**src/rtl/apuf_xor_eval.sv**
```systemverilog
// Sequencer for K parallel N-stage arbiter PUF chains: repeated races, per-chain majority vote, XOR response.
// Optional APUF_STABILITY_EN adds resp_stable/all_stable outputs flagging chains whose samples all agreed.
module apuf_xor_eval #(
  parameter int N      = 128,
  parameter int K      = 4,
  parameter int REPS   = 5,
  parameter int SETTLE = 4
) (
  input  logic         clk,
  input  logic         reset,
  input  logic         chal_valid,
  output logic         chal_ready,
  input  logic [N-1:0] challenge,
  output logic [N-1:0] puf_sel,
  output logic         puf_launch,
  output logic         puf_arb_reset,
  input  logic [K-1:0] puf_out,
  output logic         resp_valid,
  input  logic         resp_ready,
  output logic         response,
  output logic [K-1:0] chain_bits
`ifdef APUF_STABILITY_EN
  ,
  output logic [K-1:0] resp_stable,
  output logic         all_stable
`endif
);

  localparam int unsigned REP_W  = (REPS > 1) ? $clog2(REPS) : 1;
  localparam int unsigned SET_W  = (SETTLE > 1) ? $clog2(SETTLE) : 1;
  localparam int unsigned ONES_W = $clog2(REPS + 1);

  if ((REPS < 1) || ((REPS % 2) == 0)) begin : g_bad_reps
    $error("apuf_xor_eval: REPS must be odd and >= 1");
  end
  if (SETTLE < 1) begin : g_bad_settle
    $error("apuf_xor_eval: SETTLE must be >= 1");
  end

  typedef enum logic [2:0] {
    S_IDLE, S_CLEAR, S_LAUNCH, S_SAMPLE, S_VOTE, S_DONE
  } state_e;

  state_e                         state_q, state_d;
  logic [N-1:0]                   puf_sel_q, puf_sel_d;
  logic [REP_W-1:0]               rep_q, rep_d;
  logic [SET_W-1:0]               settle_q, settle_d;
  logic [K-1:0][ONES_W-1:0]       ones_q, ones_d;
  logic [K-1:0]                   chain_bits_q, chain_bits_d;
  logic                           response_q, response_d;
  logic                           chal_ready_q, chal_ready_d;
  logic                           launch_q, launch_d;
  logic                           arb_reset_q, arb_reset_d;
  logic                           resp_valid_q, resp_valid_d;
`ifdef APUF_STABILITY_EN
  logic [K-1:0]                   stable_q, stable_d;
  logic                           all_stable_q, all_stable_d;
`endif

  // Next-state, datapath and next-cycle control outputs
  always_comb begin
    state_d      = state_q;
    puf_sel_d    = puf_sel_q;
    rep_d        = rep_q;
    settle_d     = settle_q;
    ones_d       = ones_q;
    chain_bits_d = chain_bits_q;
    response_d   = response_q;
`ifdef APUF_STABILITY_EN
    stable_d     = stable_q;
    all_stable_d = all_stable_q;
`endif

    case (state_q)
      S_IDLE: begin
        if (chal_valid && chal_ready_q) begin
          puf_sel_d = challenge;
          rep_d     = '0;
          ones_d    = '0;
          state_d   = S_CLEAR;
        end
      end
      S_CLEAR: begin
        settle_d = '0;
        state_d  = S_LAUNCH;
      end
      S_LAUNCH: begin
        if (settle_q == SET_W'(SETTLE - 1)) begin
          state_d = S_SAMPLE;
        end else begin
          settle_d = settle_q + 1'b1;
        end
      end
      S_SAMPLE: begin
        for (int k = 0; k < K; k++) begin
          ones_d[k] = ones_q[k] + ONES_W'(puf_out[k]);
        end
        if (rep_q == REP_W'(REPS - 1)) begin
          state_d = S_VOTE;
        end else begin
          rep_d   = rep_q + 1'b1;
          state_d = S_CLEAR;
        end
      end
      S_VOTE: begin
        for (int k = 0; k < K; k++) begin
          chain_bits_d[k] = (ones_q[k] > ONES_W'(REPS / 2));
`ifdef APUF_STABILITY_EN
          stable_d[k] = (ones_q[k] == '0) || (ones_q[k] == ONES_W'(REPS));
`endif
        end
        response_d = ^chain_bits_d;
`ifdef APUF_STABILITY_EN
        all_stable_d = &stable_d;
`endif
        state_d = S_DONE;
      end
      S_DONE: begin
        if (resp_ready) begin
          state_d = S_IDLE;
        end
      end
      default: state_d = S_IDLE;
    endcase

    // Control outputs are registered, so decode them from the upcoming state
    chal_ready_d = (state_d == S_IDLE);
    launch_d     = (state_d == S_LAUNCH) || (state_d == S_SAMPLE);
    arb_reset_d  = !launch_d;
    resp_valid_d = (state_d == S_DONE);
  end

  always_ff @(posedge clk or posedge reset) begin
    if (reset) begin
      state_q      <= S_IDLE;
      puf_sel_q    <= '0;
      rep_q        <= '0;
      settle_q     <= '0;
      ones_q       <= '0;
      chain_bits_q <= '0;
      response_q   <= 1'b0;
      chal_ready_q <= 1'b0;
      launch_q     <= 1'b0;
      arb_reset_q  <= 1'b1;
      resp_valid_q <= 1'b0;
`ifdef APUF_STABILITY_EN
      stable_q     <= '0;
      all_stable_q <= 1'b0;
`endif
    end else begin
      state_q      <= state_d;
      puf_sel_q    <= puf_sel_d;
      rep_q        <= rep_d;
      settle_q     <= settle_d;
      ones_q       <= ones_d;
      chain_bits_q <= chain_bits_d;
      response_q   <= response_d;
      chal_ready_q <= chal_ready_d;
      launch_q     <= launch_d;
      arb_reset_q  <= arb_reset_d;
      resp_valid_q <= resp_valid_d;
`ifdef APUF_STABILITY_EN
      stable_q     <= stable_d;
      all_stable_q <= all_stable_d;
`endif
    end
  end

  assign chal_ready    = chal_ready_q;
  assign puf_sel       = puf_sel_q;
  assign puf_launch    = launch_q;
  assign puf_arb_reset = arb_reset_q;
  assign resp_valid    = resp_valid_q;
  assign response      = response_q;
  assign chain_bits    = chain_bits_q;
`ifdef APUF_STABILITY_EN
  assign resp_stable   = stable_q;
  assign all_stable    = all_stable_q;
`endif

endmodule

```
**config.mk**
```make
export PLATFORM = sky130hd
export DESIGN_NAME = apuf_xor_eval
export DESIGN_NICKNAME = d
export VERILOG_FILES = /design/src/rtl/apuf_xor_eval.sv
export SDC_FILE = /design/constraint.sdc
export NUM_CORES = 1
export LEC_CHECK = 0
export ABC_AREA = 1
export CAP_MARGIN = 30
export CORE_ASPECT_RATIO = 1.4
export CORE_MARGIN = 3
export CORE_UTILIZATION = 42
export DETAILED_ROUTE_END_ITERATION = 7
export HOLD_SLACK_MARGIN = 0.08
export PLACE_DENSITY = 0.87
export SLEW_MARGIN = 15
export SYNTH_ARGS = -nofsm -noshare
export SYNTH_HDL_FRONTEND = slang
export SYNTH_SLANG_ARGS = --single-unit
```
**constraint.sdc**
```tcl
create_clock -name clk -period 6.8 [get_ports clk]
set_input_delay 1.02 -clock clk [delete_from_list [all_inputs] [get_ports clk]]
set_output_delay 1.02 -clock clk [all_outputs]
set_load 0.02 [all_outputs]
```
**Yosys cells after proc, flatten, opt, wreduce, memory -nomap -nowiden**

Index checks and enable logic that the tools add are counted.

- Memory bits (read-only): 0
- Bits in writable memories: 0
- Memories kept: 0
- Output and inout port bits: 137
- Input bits: 136
- Register bits: 157
- Logic and storage cells: 61
- Latch bits: 0

- Mux-type cells: 12
- Order comparisons: 4
- Reduce and logical (&&, ||, !) cells: 12
- Bitwise gates (word level): 0
- Equality and inequality tests: 13
- Multiply operators: 0
- Add/sub/neg operators: 6
- Divide/modulo/power cells: 0
- Shift-type cells: 0

Operator list:

| cell | count |
|---|---|
| 12-bit one-hot mux with 2 select lines | 1 |
| 3-bit two-way mux | 6 |
| 3-bit one-hot mux with 6 select lines | 1 |
| 3-bit by 1-bit adder with 3-bit output | 4 |
| 3-bit by 2-bit == test with 1-bit output, second input constant | 4 |
| 3-bit == test, second input constant | 4 |
| 3-bit by 2-bit greater-than comparator with 1-bit output, second input constant | 4 |
| 12-bit two-way mux | 1 |
| 3-bit zero test | 2 |
| 2-bit != test, second input constant | 3 |
| 3-bit one-hot mux with 2 select lines | 1 |
| 2-bit AND reduction | 3 |
| 2-bit one-hot mux with 2 select lines | 1 |
| 2-bit nonzero test | 2 |
| 4-bit XOR reduction | 1 |
| 3-bit by 1-bit adder with 3-bit output, second input constant | 1 |
| 3-bit by 1-bit == test with 1-bit output, second input constant | 1 |
| 3-bit AND reduction | 1 |
| 2-bit by 1-bit adder with 2-bit output, second input constant | 1 |
| 2-bit == test, second input constant | 1 |
| 2-bit two-way mux | 1 |
| 1-bit logical AND | 1 |
| 1-bit zero test | 1 |
| 1-bit logical OR | 1 |

**Depth between registers and ports, before layout**

Gate-level depths: netlist (run 1).

- Depth after elaboration: 6
- Mapped depth: 8
- Mapped depth without buffers: 8

**Least setup slack after synthesis (run 1)**

No wires, ideal clock.

- Path kind: input-to-reg
- From: in chal_valid
- To: reg puf_sel_q[0] (netlist: puf_sel[0])
- Stages: 7
- Library setup time: 0.117 ns
- Data required time: 6.683 ns
- Data arrival time: 1.677 ns
- Slack: 5.006 ns
- Path buffers: 2
- Cell sequence: nand3_2 -> nor2_8 -> inv_2 -> buf_6 -> buf_6 -> nand2_1 -> nand2_1

- Word-level cells in the longest chain between the ends: 2

RTL lines:

| item | line | source |
|---|---|---|
| start: declaration | 11 | `input logic chal_valid,` |
| 1-bit logical AND | 76 | `if (chal_valid && chal_ready_q) begin` |
| 2-bit AND reduction (no source line) | - |  |
| end signal: assignment | 152 | `puf_sel_q <= puf_sel_d;` |
| end: declaration | 45 | `logic [N-1:0] puf_sel_q, puf_sel_d;` |

Every way passes these cells.
A chain may end at the register's enable or synchronous reset.

**Worst setup path after layout (run 1)**

- From: in chal_valid
- To: reg puf_sel_q[50] (netlist: puf_sel[50])

The elaborated chain is that of the path after synthesis.

==> flow_summary_export.csv, run 1 <==
group,metric,value,unit
die,die_area,16500,um^2
placement,dp_hpwl,12.4,mm
die,start_util,43.2,%
die,core_area,14600,um^2
synthesis,avgSynthCellArea,8.88,um^2
final_layout,final_common_cell,"nand2_1",
setup_path,reg2reg_slack,4.11,ns
setup_path,cp_data_required_time,7.10,ns
sta,fmax,308,MHz
flow_run,drv_cap,0,
clock_tree,cts.sinks,157,
setup_path,start_kind,"input pin",
power_and_ir_drop,power.leakage,4.84,nW
grt,grt-ovfl-total,0,
routing,vias_per_cell,4.60,
die,die_x,109,um
power_and_ir_drop,powerDensity,459,nW/um^2
synthesis,synth-main-ff-cell,"dfrtp_1",
grt,grt_max_degree,103,
synthesis,syn_nets,856,
routing,post_drt_wl_per_cell,14.8,um
die,die_h,151,um
setup_path,arrival,3.55,ns
grt,first_global_vias,5517,
clock_tree,clock_latency,0.42,ns
setup_path,critPathMaxFanout,83,
clock_tree,cts.hold.buffers_added,0,
routing,drc,0,
routing,vias,5416,
sta,finalHoldViolCount,0,
placement,portBuffers,272,
routing,ant_nets,0,
final_layout,n_fill_cell,1163,
sta,worst_pin_slew,0.871,ns
sta,min_period,3.25,ns
final_layout,final_nets,1122,
routing,drt_iter0_drc,259,
sta,skew,0.0125,ns
die,io_pins,273,
routing,wl,17.4,mm
final_layout,multiInputGateArea,2050,um^2
power_and_ir_drop,power,4.43,mW
synthesis,synth_edf_count,0,
routing,dr.pass1.iters,4,
final_layout,seq_area,3930,um^2
synthesis,synthDistinctLibCells,21,
run_status,status,"complete, no violations",
clock_tree,htreeDepth,4,
clock_tree,clk_pin_slew_worst_paths,0.06,ns
sta,fin_crit_sh,47.7,%
clock_tree,cts_tree,"yes",
clock_tree,cts_buffer_depth,2,
sta,maxSlewViolCount,0,
clock_tree,root_buffer,"clkbuf_16",
placement,post_dp_cell_area,9050,um^2
final_layout,final_area,9640,um^2
min_path,hp-class,"flop to flop",
setup_path,worstSetupEndpointType,"flop",
die,rows,52,
synthesis,ys_ff_latch,157,
synthesis,netlist_instances,709,
synthesis,yosysSeqAreaShare,62.4,%
clock_tree,cts-buffers-inserted,17,
synthesis,async_reset_ff_share,100,%
clock_tree,post_cts_buffers,0,
grt,antenna_found_initial,1,
placement,place.gp.congestion,0.810,
final_layout,area_growth_syn_to_layout,53.1,%
final_layout,layout_common_cells,"449 x nand2_1, 272 x clkdlybuf4s50_1, 156 x dfrtp_1",
final_layout,antennaDiodeCount,0,
grt,grt_pass1_wl,26.7,mm
sta,maxSlewHeadroom,41.9,%
synthesis,syn_area,6300,um^2
final_layout,drive_above_1_share,4.66,%
sta,rsz0062_at_grt,"no",
setup_path,path_class,"input pin to flop",
grt,grtUsageTotal,20.9,%
sta,final.setup.tns,0,ns
clock_tree,cts_resized,0,
sta,setup_viol,0,
power_and_ir_drop,peakVddDrop,0.244,mV
synthesis,yosysWarnings,0,
## power breakdown
| group | switching, mW | internal (mW) |
|---|---|---|
| sequential | 0.230 | 1.33 |
| clock | 0.397 | 0.494 |
| combinational | 1.10 | 0.875 |
## per-stage QoR
step / setup slack, ns / cells / hold WS [ns] / utilization (%)
floorplan: 1.55 / 709 / 0.457 / -
global placement: 3.19 / 1144 / 0.453 / 62.1
detailed placement: 3.11 / 1144 / 0.457 / 62.1
CTS: 3.55 / 1176 / 0.473 / 66.0
global route: 3.35 / 1177 / 0.489 / 66.2
finish: 3.55 / 1177 / 0.467 / 66.2
## area by class of cell
class                      count  area share (%)
clock buffer                  19            4.70
clock inverter                13            1.10
inverter                      24            1.01
multi-input combinational    499            21.2
sequential                   157            40.8
tap                          189            2.45
timing repair buffer         276            28.8
## sequential cells by signal (all words and copies together) (netlist names)
name           count
response           1
chal_ready         1
ones_q            12
state_q            3
settle_q           2
rep_q              3
puf_launch         1
puf_arb_reset      1
resp_valid         1
chain_bits         4
puf_sel          128
## worst max-delay path, cell delays in order
cell	delay, ns
clkdlybuf4s50_1	0.49
nand3_2	0.13
nor2_8	0.68
inv_4	0.41
buf_4	0.48
nand2_1	0.17
nand2_1	0.06
## Yosys cell counts (2+ instances only)
master | count | area share, %
inv_2 | 4 | 0.24
ha_1 | 11 | 2.2
dfrtp_1 | 156 | 62
buf_2 | 4 | 0.32
inv_1 | 20 | 1.2
nor2_1 | 6 | 0.36
nor2_2 | 2 | 0.20
buf_6 | 9 | 1.6
o21ai_0 | 12 | 0.95
nand2_1 | 449 | 27
nand3_1 | 12 | 0.95
clkbuf_1 | 3 | 0.18
buf_4 | 13 | 1.6
## cell families after synthesis
logic type	Yosys count	synth area share [%]
buffers and inverters	53	5.09
and+or+nand+nor	472	28.9
adders and majority gates	11	2.19
DFF	157	62.4
muxes	1	0.159
AOI/OAI and AO/OA	14	1.15
xor gates and xnor gates	1	0.139
## path summary, 6_finish.rpt
| check | from | end | cells past startpoint |
|---|---|---|---|
| min reg2reg | puf_sel[29]$_DFFE_PP0P_ | puf_sel[29]$_DFFE_PP0P_ | 2 |
| min | puf_sel[29]$_DFFE_PP0P_ | puf_sel[29]$_DFFE_PP0P_ | 2 |
| max in group asynchronous | reset | puf_sel[35]$_DFFE_PP0P_ | 3 |
| max reg2reg | state_q[0]$_DFF_PP0_ | puf_sel[50]$_DFFE_PP0P_ | 7 |
| max | chal_valid | puf_sel[50]$_DFFE_PP0P_ | 7 |
| min in group asynchronous | reset | puf_sel[70]$_DFFE_PP0P_ | 2 |
## layer usage
layer  wire (um)  up-vias  part of all wire [%]  GRT usage, %
met5           8        -                 0.046             0
met4         569        2                   3.3          9.67
met3        1220       36                   7.0          6.40
met2        9210      173                    53          37.0
met1        6360     2523                    37          22.6
li1            -     2682                     -             -
Note: power is estimated with default switching activity, not from simulation.
==> run 2: changes to the inputs <==
Settings changed: CORE_UTILIZATION 42 to 38, PLACE_DENSITY 0.87 to 0.83.
Clock period 6.8 ns to 2.8 ns, I/O delays scaled along.
==> flow_summary_export.csv, run 2 (synthesized netlist as in run 1, its figures left out) <==
group,metric,value,unit
run_status,status,"complete, no violations",
sta,setup_viol,0,
setup_path,crit_buf_inv,1,
placement,place.gp.congestion,0.783,
grt,antenna_found_initial,2,
routing,drc,0,
setup_path,critPathMaxStageDelay,0.60,ns
routing,post_drt_wl_per_cell,14.6,um
sta,layout_setup_ws,0.824,ns
clock_tree,cts_tree,"yes",
placement,preCtsSetupSlack,0.534,ns
final_layout,final_common_cell,"nand2_1",
final_layout,area_growth_syn_to_layout,54.1,%
setup_path,path_cells,"clkdlybuf4s50_1",
final_layout,layout_common_cells,"449 x nand2_1, 272 x clkdlybuf4s50_1, 156 x dfrtp_1",
sta,maxSlewHeadroom,56.7,%
die,die_area,18200,um^2
grt,grt_max_degree,131,
routing,ant_nets,0,
clock_tree,cts_resized,0,
power_and_ir_drop,powerDensity,1110,nW/um^2
grt,grt_pass1_wl,26.7,mm
sta,fmax,506,MHz
placement,portBuffers,272,
die,die_x,115,um
setup_path,cp_data_required_time,2.38,ns
sta,skew,0.0105,ns
sta,rsz0062_at_grt,"no",
power_and_ir_drop,peakVddDrop,0.922,mV
grt,grt-ovfl-total,0,
sta,fin_crit_sh,70.6,%
grt,first_global_vias,5404,
clock_tree,cts_buffer_depth,2,
routing,vias_per_cell,4.55,
sta,worst_pin_slew,0.650,ns
die,io_pins,273,
setup_path,worstSetupEndpointType,"output pin",
clock_tree,cts.sinks,157,
final_layout,n_fill_cell,1356,
setup_path,start_kind,"flop",
setup_path,arrival,1.56,ns
clock_tree,post_cts_buffers,0,
final_layout,drive_above_1_share,4.75,%
final_layout,final_nets,1123,
routing,vias,5414,
die,die_h,158,um
clock_tree,cts.hold.buffers_added,0,
setup_path,path_delay_family,"buffers and inverters",
routing,wl,17.4,mm
die,rows,55,
routing,drt_iter0_drc,346,
clock_tree,root_buffer,"clkbuf_16",
die,core_area,16200,um^2
setup_path,path_class,"flop to output pin",
power_and_ir_drop,power.leakage,4.86,nW
routing,dr.pass1.iters,4,
sta,finalHoldViolCount,0,
clock_tree,htreeDepth,4,
sta,min_period,1.98,ns
die,start_util,38.8,%
grt,grtUsageTotal,18.8,%
clock_tree,cts-buffers-inserted,17,
clock_tree,clk_pin_slew_worst_paths,0.07,ns
placement,dp_hpwl,12.3,mm
setup_path,slowest_stage,"clkdlybuf4s50_1",
setup_path,critPathMaxFanout,1,
final_layout,largest_reg_flops,128,
flow_run,drv_cap,0,
sta,maxSlewViolCount,0,
min_path,hp-class,"input pin to async pin",
clock_tree,clock_latency,0.43,ns
sta,final.setup.tns,0,ns
## run 2: area by class of cell
cell class	count	area [um^2]	area share (%)
Clock inverter	14	129	1.33
Antenna cell	1	2.50	0.0258
Multi-Input combinational cell	499	2050	21.1
Tap cell	199	249	2.57
Inverter	24	96.3	0.993
Timing Repair Buffer	277	2810	29.0
Clock buffer	18	439	4.53
Sequential cell	157	3930	40.5
## run 2: final timing paths
kind,from,end,slack (ns),cells past startpoint
max,puf_arb_reset$_DFF_PP1_,puf_arb_reset,0.82,1
min,reset,puf_sel[90]$_DFFE_PP0P_,0.34,2
max reg2reg,state_q[0]$_DFF_PP0_,rep_q[2]$_DFFE_PP0P_,0.84,7
min reg2reg,puf_sel[19]$_DFFE_PP0P_,puf_sel[19]$_DFFE_PP0P_,0.47,2
max in group asynchronous,reset,response$_DFFE_PP0N_,1.69,3
min in group clk,puf_sel[19]$_DFFE_PP0P_,puf_sel[19]$_DFFE_PP0P_,0.47,2
## run 2: through the flow
stage	cell area (um^2)	hold slack, ns	utilization, %	instances	power [mW]
after detailed placement	9130	0.457	56.2	1156	8.68
after CTS	9700	0.341	59.7	1188	10.9
after global routing	9700	0.358	59.7	1189	11.5
after global placement	9130	0.452	56.2	1156	8.52
final	9700	0.344	59.7	1189	10.8
after floorplan	6300	0.457	-	709	6.32
## run 2: routing by layer
metal  part of all wire, %  wire (um)  vias up  track usage (%)
li1                      -          -     2679                -
met1                    39       6690     2513             20.8
met2                    51       8920      178             32.6
met3                   6.3       1100       42             5.86
met4                   3.6        633        2             9.56
met5                 0.075         13        -                0
## run 2: power breakdown
part	switching (mW)	total, mW	internal (mW)	leakage (nW)
combinational	2.68	4.84	2.15	2.59
sequential	0.532	3.77	3.24	1.99
clock	1.02	2.21	1.19	0.276
total	4.23	10.8	6.58	4.86
==> run 3: changes to the inputs <==
Settings changed: CORE_UTILIZATION 38 to 42, PLACE_DENSITY 0.83 to 0.87.
Clock period 2.8 ns to 2.1 ns, I/O delays scaled along.
==> flow_summary_export.csv, run 3 (synthesized netlist as in run 1, its figures left out) <==
group,metric,value,unit
setup_path,start_kind,"flop",
grt,grt_pass1_wl,26.8,mm
sta,fin_crit_sh,88.1,%
setup_path,worstSetupEndpointType,"output pin",
power_and_ir_drop,peakVddDrop,1.01,mV
final_layout,drive_above_1_share,4.94,%
clock_tree,clk_pin_slew_worst_paths,0.07,ns
final_layout,largest_reg_flops,128,
routing,dr.pass1.iters,5,
die,die_x,109,um
setup_path,critPathMaxFanout,1,
setup_path,path_class,"flop to output pin",
final_layout,final_common_cell,"nand2_1",
power_and_ir_drop,power,14.7,mW
min_path,hp-class,"input pin to async pin",
clock_tree,cts_buffer_depth,2,
sta,fmax,540,MHz
clock_tree,cts.hold.buffers_added,0,
die,die_area,16500,um^2
routing,vias_per_cell,4.68,
flow_run,drv_cap,0,
setup_path,arrival,1.54,ns
final_layout,layout_common_cells,"449 x nand2_1, 272 x clkdlybuf4s50_1, 156 x dfrtp_1",
clock_tree,htreeDepth,4,
grt,grt-ovfl-total,0,
placement,dp_hpwl,12.4,mm
clock_tree,cts.sinks,157,
die,start_util,43.2,%
routing,ant_nets,0,
sta,finalHoldViolCount,0,
sta,setup_viol,0,
power_and_ir_drop,powerDensity,1510,nW/um^2
setup_path,critPathMaxStageDelay,0.61,ns
routing,drc,0,
grt,antenna_found_initial,0,
placement,placed_cells,1148,
clock_tree,clock_latency,0.42,ns
sta,min_period,1.85,ns
final_layout,n_fill_cell,1115,
run_status,status,"complete, no violations",
setup_path,cp_data_required_time,1.78,ns
sta,worst_pin_slew,0.506,ns
placement,portBuffers,272,
placement,place.gp.congestion,0.801,
final_layout,stdcell_count,1180,
die,io_pins,273,
sta,maxSlewHeadroom,66.3,%
final_layout,final_nets,1125,
setup_path,crit_buf_inv,1,
sta,rsz0062_at_grt,"no",
clock_tree,cts_resized,0,
routing,drt_iter0_drc,374,
grt,grt_max_degree,94,
clock_tree,cts_tree,"yes",
setup_path,path_delay_family,"buffers and inverters",
die,rows,52,
setup_path,path_cells,"clkdlybuf4s50_1",
clock_tree,cts-buffers-inserted,17,
sta,skew,0.00852,ns
routing,wl,17.6,mm
routing,vias,5526,
die,core_area,14600,um^2
setup_path,slowest_stage,"clkdlybuf4s50_1",
clock_tree,root_buffer,"clkbuf_16",
grt,grtUsageTotal,20.9,%
final_layout,antennaDiodeCount,0,
sta,maxSlewViolCount,0,
final_layout,area_growth_syn_to_layout,55.0,%
power_and_ir_drop,power.leakage,4.90,nW
routing,post_drt_wl_per_cell,14.9,um
grt,first_global_vias,5323,
die,die_h,151,um
clock_tree,post_cts_buffers,0,
==> run 3: changes by cell type in the layout (fill, tap and decap cells not counted), moves of 2 or more <==
cell | previous run | this run
inv_8 | 5 | 3
buf_12 | 4 | 6
clkinv_4 | 5 | 0
bufinv_16 | 0 | 2
inv_6 | 1 | 7
==> run 3: cell type report <==
cell class | count | area [um^2] | share of cell area, %
clock buffers | 17 | 425 | 4.36
flip-flops and latches | 157 | 3930 | 40.3
well taps | 189 | 236 | 2.42
multi-input cells | 499 | 2050 | 21.0
clock inverters | 15 | 173 | 1.77
inverters | 24 | 96.3 | 0.987
repair buffers | 279 | 2850 | 29.2
==> run 3: routing by layer <==
metal,GRT usage [%],part of all wire [%]
met1,24.5,38
met2,35.2,51
met3,5.54,6.6
met4,10.4,4.2
met5,0,0
==> run 3: final timing paths <==
path	from	endpoint	slack [ns]	depth (start not counted)
setup / recovery	puf_arb_reset$_DFF_PP1_	puf_arb_reset	0.25	1
hold / removal	reset	puf_sel[123]$_DFFE_PP0P_	0.37	3
setup reg to reg	state_q[2]$_DFF_PP0_	rep_q[2]$_DFFE_PP0P_	0.55	6
hold reg to reg	puf_sel[47]$_DFFE_PP0P_	puf_sel[47]$_DFFE_PP0P_	0.47	2
max in group asynchronous	reset	puf_sel[47]$_DFFE_PP0P_	1.25	3
min in group clk	challenge[27]	puf_sel[27]$_DFFE_PP0P_	0.43	3
==> run 3: per-stage QoR <==
| stage | cell area, um^2 | util [%] | setup slack (ns) | TNS (ns) | hold WS [ns] |
|---|---|---|---|---|---|
| finish | 9760 | 66.9 | 0.249 | 0 | 0.374 |
| global route | 9760 | 66.9 | 0.194 | 0 | 0.391 |
| CTS | 9760 | 66.9 | 0.217 | 0 | 0.370 |
| detailed placement | 9160 | 62.8 | 0.299 | 0 | 0.458 |
| global placement | 9160 | 62.8 | 0.342 | 0 | 0.452 |
| floorplan | 6300 | - | -0.201 | -31.37 | 0.432 |
==> run 3: power by group <==
| group | total [mW] | switching, mW | internal, mW |
|---|---|---|---|
| Sequential | 5.04 | 0.724 | 4.32 |
| Clock | 3.16 | 1.36 | 1.80 |
| Combinational | 6.51 | 3.60 | 2.90 |
